## src/rtl/uart_rx_frame.sv

```systemverilog
// UART receive framer: 2-flop synchronized line, mid-bit sampling, optional parity,
// one-entry holding register with valid/ack handshake and framing/parity/overrun pulses.
module uart_rx_frame #(
    parameter int BIT_CLKS   = 16,
    parameter int DATA_BITS  = 8,
    parameter bit PARITY_EN  = 1'b0,
    parameter bit PARITY_ODD = 1'b0
) (
    input  logic                 sys_clk,
    input  logic                 sys_rst,
    input  logic                 uart_REC_dataH,
    output logic [DATA_BITS-1:0] rec_dataH,
    output logic                 rec_validH,
    input  logic                 rec_ackH,
    output logic                 frame_errH,
    output logic                 parity_errH,
    output logic                 overrun_errH
);
    // state      | meaning
    // IDLE       | line idle, waiting for a low level
    // START      | half-bit wait, confirm start bit still low
    // DATA       | sample DATA_BITS data bits, LSB first
    // PARITY     | sample parity bit and note a mismatch
    // STOP       | sample stop bit, deliver or flag the frame
    // BREAK_WAIT | line held low after a framing error
    typedef enum logic [2:0] {IDLE, START, DATA, PARITY, STOP, BREAK_WAIT} state_t;

    localparam int CW = $clog2(BIT_CLKS);
    localparam logic [CW-1:0] HALF_LOAD = CW'(BIT_CLKS / 2 - 1);
    localparam logic [CW-1:0] FULL_LOAD = CW'(BIT_CLKS - 1);
    localparam logic [2:0]    LAST_IDX  = 3'(DATA_BITS - 1);

    state_t               state;
    logic [1:0]           sync;
    logic [CW-1:0]        bit_cnt;
    logic [2:0]           bit_idx;
    logic [DATA_BITS-1:0] shift;
    logic                 par_bad;
    logic                 rxs;

    assign rxs = sync[1];

    always_ff @(posedge sys_clk) begin
        if (sys_rst) begin
            state        <= IDLE;
            sync         <= 2'b11;
            bit_cnt      <= '0;
            bit_idx      <= '0;
            shift        <= '0;
            par_bad      <= 1'b0;
            rec_dataH    <= '0;
            rec_validH   <= 1'b0;
            frame_errH   <= 1'b0;
            parity_errH  <= 1'b0;
            overrun_errH <= 1'b0;
        end else begin
            sync         <= {sync[0], uart_REC_dataH};
            frame_errH   <= 1'b0;
            parity_errH  <= 1'b0;
            overrun_errH <= 1'b0;
            if (rec_validH && rec_ackH)
                rec_validH <= 1'b0;

            case (state)
                IDLE: begin
                    if (!rxs) begin
                        state   <= START;
                        bit_cnt <= HALF_LOAD;
                    end
                end
                START: begin
                    if (bit_cnt != '0) begin
                        bit_cnt <= bit_cnt - 1'b1;
                    end else if (!rxs) begin
                        state   <= DATA;
                        bit_cnt <= FULL_LOAD;
                        bit_idx <= '0;
                        par_bad <= 1'b0;
                    end else begin
                        state <= IDLE;
                    end
                end
                DATA: begin
                    if (bit_cnt != '0) begin
                        bit_cnt <= bit_cnt - 1'b1;
                    end else begin
                        shift   <= {rxs, shift[DATA_BITS-1:1]};
                        bit_cnt <= FULL_LOAD;
                        if (bit_idx == LAST_IDX)
                            state <= PARITY_EN ? PARITY : STOP;
                        else
                            bit_idx <= bit_idx + 1'b1;
                    end
                end
                PARITY: begin
                    if (bit_cnt != '0) begin
                        bit_cnt <= bit_cnt - 1'b1;
                    end else begin
                        par_bad <= (rxs != ((^shift) ^ PARITY_ODD));
                        bit_cnt <= FULL_LOAD;
                        state   <= STOP;
                    end
                end
                STOP: begin
                    if (bit_cnt != '0) begin
                        bit_cnt <= bit_cnt - 1'b1;
                    end else if (!rxs) begin
                        // framing error takes precedence over a parity mismatch
                        frame_errH <= 1'b1;
                        state      <= BREAK_WAIT;
                    end else if (par_bad) begin
                        parity_errH <= 1'b1;
                        state       <= IDLE;
                    end else begin
                        state <= IDLE;
                        if (!rec_validH || rec_ackH) begin
                            rec_dataH  <= shift;
                            rec_validH <= 1'b1;
                        end else begin
                            overrun_errH <= 1'b1;
                        end
                    end
                end
                BREAK_WAIT: begin
                    if (rxs)
                        state <= IDLE;
                end
                default: state <= IDLE;
            endcase
        end
    end

endmodule

```

## config.mk

```make
export PLATFORM = sky130hd
export DESIGN_NAME = uart_rx_frame
export DESIGN_NICKNAME = d
export VERILOG_FILES = /design/src/rtl/uart_rx_frame.sv
export SDC_FILE = /design/constraint.sdc
export NUM_CORES = 1
export LEC_CHECK = 0
export BUFFER_PORTS_ARGS = -buffer_cell sky130_fd_sc_hd__buf_2
export CAP_MARGIN = 10
export CELL_PAD_IN_SITES_DETAIL_PLACEMENT = 0
export CELL_PAD_IN_SITES_GLOBAL_PLACEMENT = 1
export CORE_ASPECT_RATIO = 0.7
export CORE_MARGIN = 4
export CORE_UTILIZATION = 46
export DETAILED_ROUTE_END_ITERATION = 8
export PLACE_DENSITY_LB_ADDON = 0.1
export SLEW_MARGIN = 0
export SYNTH_ARGS = -nofsm -noshare
export SYNTH_HDL_FRONTEND = slang
export SYNTH_SLANG_ARGS = --single-unit
```

## constraint.sdc

```tcl
create_clock -name sys_clk -period 3.9 [get_ports sys_clk]
set_clock_uncertainty 0.2 [all_clocks]
set_input_delay 0.78 -clock sys_clk [delete_from_list [all_inputs] [get_ports sys_clk]]
set_output_delay 0.78 -clock sys_clk [all_outputs]
set_load 0.005 [all_outputs]
```

==> impl_metrics.py <==
metrics = {
    "run_status": {
        "status": "complete, no violations",
    },
    "yosys": {
        "synth_area_mm2": 0.00152,
        "synth_cells": 176,
        "avgSynthCellArea_um2": 8.66,
        "synth_mux_area_share_pct": 0,
        "async_flop_share_pct": 0,
        "synth.top_cell.area_share_pct": 43.3,
        "synth_edf_count": 0,
        "yosysWarnings": 0,
        "synth_area_leaders": "dfxtp_1, a21oi_1, nand3_1",
        "synth_ff_type": "dfxtp_1",
        "synth.distinct_cells": 42,
        "synth_most_common_cell": "dfxtp_1",
        "synth_compound_area_share_pct": 18.4,
        "synth_xor_area_share_pct": 5.50,
        "synth_top_family_by_area": "simple AND/OR/NAND/NOR gates",
        "synthTopCellsByCount": "dfxtp_1, a21oi_1, nand2_1, nand3_1",
        "synth_top_cell_by_area": "dfxtp_1",
        "synth_adder_area_share_pct": 2.46,
        "synth_seq_area_share_pct": 43.3,
        "synth-seq-cells": 33,
        "synth-simple-area-share_pct": 24.7,
        "syn_nets": 183,
    },
    "power": {
        "p_leak_nw": 0.627,
        "ir_drop_uv": 274,
        "power.density_mw_per_mm2": 437,
    },
    "placement": {
        "gp_congestion": 0.748,
        "dp_cells": 219,
        "dpl.hpwl_um": 2150,
        "port_buffers": 15,
    },
    "global_route": {
        "grt.overflow.total": 0,
        "grt_usage_pct": 16.1,
        "grt_pass1_wl_um": 5490,
        "grt_max_degree": 35,
        "grt_pass1_vias": 1178,
        "grt_antenna_before_repair": 0,
    },
    "min_path": {
        "whs_endpoint": "sync[1]",
        "min_path_type": "register to register",
        "hp-start": "sync[0]",
        "hold_depth": 1,
    },
    "timing": {
        "hold_violations": 0,
        "max_freq_mhz": 451,
        "rsz0062_at_grt": "false",
        "fin_setup_tns_ns": 0,
        "fin_crit_ns": 2.22,
        "setup_viol": 0,
        "slew_headroom_pct": 60.2,
        "worst-slew-pin-transition_ns": 0.597,
        "finalCritPeriodShare_pct": 56.9,
        "final_max_slew_viol_count": 0,
    },
    "clocking": {
        "ctsHoldBuffers": 0,
        "cts_inserted_buffers": 5,
        "ctsResizeCount": 0,
        "clk_path_buf_depth": 2,
        "ctsRootBufferMaster": "clkbuf_8",
        "clk-insertion-delay-late_ns": 0.28,
        "cts_setup_buffers": 0,
        "clock_sinks": 33,
        "cts_tree": "done",
        "h-tree-depth": 2,
        "clk_pin_slew_ns": 0.07,
    },
    "worst_setup_path": {
        "rr_worst_depth": 6,
        "start_kind": "register",
        "crit_required_ns": 3.85,
        "cp.arrival_ns": 2.16,
        "r2r-start": "bit_cnt[0]",
        "cp-end-kind": "register",
        "reg2reg_setup_slack_ns": 1.68,
        "path_max_fanout": 9,
        "r2r-end": "rec_dataH[2]",
        "worstSetupPathType": "register to register",
    },
    "drt": {
        "drt_iter0_drc": 87,
        "vias": 1278,
        "via_per_inst": 5.63,
        "routedWlPerCell_um": 14.1,
        "detail-route-antenna-nets": 0,
        "routed_wl_um": 3190,
        "dr.pass1.iters": 5,
        "route.detailed.drc": 0,
    },
    "die": {
        "start_util_pct": 48.1,
        "num_io_pins": 16,
        "die_area_mm2": 0.00431,
        "core_area_mm2": 0.00317,
        "die_h_um": 56.2,
        "fp.dieW_um": 76.8,
        "rows": 17,
    },
    "layout": {
        "layout-drive-gt1-share_pct": 18.5,
        "multi_input_area_um2": 778,
        "n_fill_cell": 296,
        "stdcell_count": 227,
        "antenna_cells": 0,
        "nNetsFinal": 195,
        "seq_area_um2": 661,
        "area_delta_synth_final_pct": 12.8,
    },
    "run": {
        "maxCapViolations": 0,
    },
}
-- routing by layer --
metal	share of wire [%]	GRT usage, %	wire length, µm	vias up
li1	-	-	-	651
met1	49	21.8	1580	577
met2	42	22.7	1320	45
met3	7.4	5.34	235	5
met4	1.6	8.01	51	0
met5	0	0	0	-
-- how the worst max path moves through the flow --
stage,start,endpoint,slack (ns),cells after the start
global placement,bit_cnt[0],rec_dataH[6],1.77,6
global route,bit_cnt[0],rec_dataH[0],1.58,6
detailed placement,bit_cnt[0],rec_dataH[2],1.70,6
floorplan,bit_cnt[0],rec_dataH[0],1.80,7
finish,bit_cnt[0],rec_dataH[2],1.68,6
CTS,bit_cnt[0],rec_dataH[2],1.69,6
-- critical path: stages, from the launching register on --
cell,delay (ns)
dfxtp_1,0.35
inv_1,0.07
ha_1,0.23
or3b_4,0.44
or4_4,0.56
o21ai_1,0.16
a21oi_1,0.07
-- power by group --
| part | switching, mW | leakage, nW | internal (mW) |
|---|---|---|---|
| Combinational | 0.0406 | 0.302 | 0.0265 |
| Sequential | 0.00925 | 0.267 | 0.343 |
| Clock | 0.124 | 0.0585 | 0.208 |
| Total | 0.174 | 0.627 | 0.578 |
-- state kept, by name, indices dropped and copies added (netlist names) --
name	cells
rec_dataH	8
shift	8
bit_cnt	4
bit_idx	3
state	3
sync	2
frame_errH	1
overrun_errH	1
par_bad	1
parity_errH	1
rec_validH	1
-- through the flow --
step | util, % | power (mW) | setup WS, ns | hold slack (ns) | instance area, µm²
6_report | 54.2 | 0.752 | 1.68 | 0.236 | 1720
5_1_grt | 54.2 | 0.778 | 1.58 | 0.280 | 1720
4_1_cts | 54.2 | 0.757 | 1.69 | 0.236 | 1720
3_5_place_dp | 50.6 | 0.425 | 1.70 | 0.211 | 1600
3_3_place_gp | 50.6 | 0.423 | 1.77 | 0.201 | 1600
2_1_floorplan | - | 0.409 | 1.80 | 0.189 | 1520
-- cell type report --
class	instances	area share, %
Multi-Input combinational cell	124	45.3
Sequential cell	33	38.4
Timing Repair Buffer	17	5.24
Clock buffer	7	5.02
Tap cell	38	2.77
Clock inverter	1	1.75
Inverter	7	1.53
-- placed cells by master (no fill, tap or decap), drive strengths merged, types with 2 or more instances in the layout --
cell and count:
or3b 3, nand3 16, o21ai 11, xor2 2, or4 2, xnor2 5, buf 17, nor3b 4
inv 7, or2 4, nor2 5, dfxtp 33, nor3 4, a211oi 2, a21oi 25, clkbuf 7
o211ai 2, nand2 16, ha 3, nor4 3, nand2b 3, or3 2
-- logic make-up (layout without fill, tap and decap cells) --
family | after synthesis | in the layout
AOI/OAI and AO/OA | 48 | 48
adders and majority gates | 3 | 3
buffers and inverters | 19 | 32
DFF | 33 | 33
and+or+nand+nor | 65 | 65
xor gates and xnor gates | 8 | 8
(Power assumes the default switching activity.)
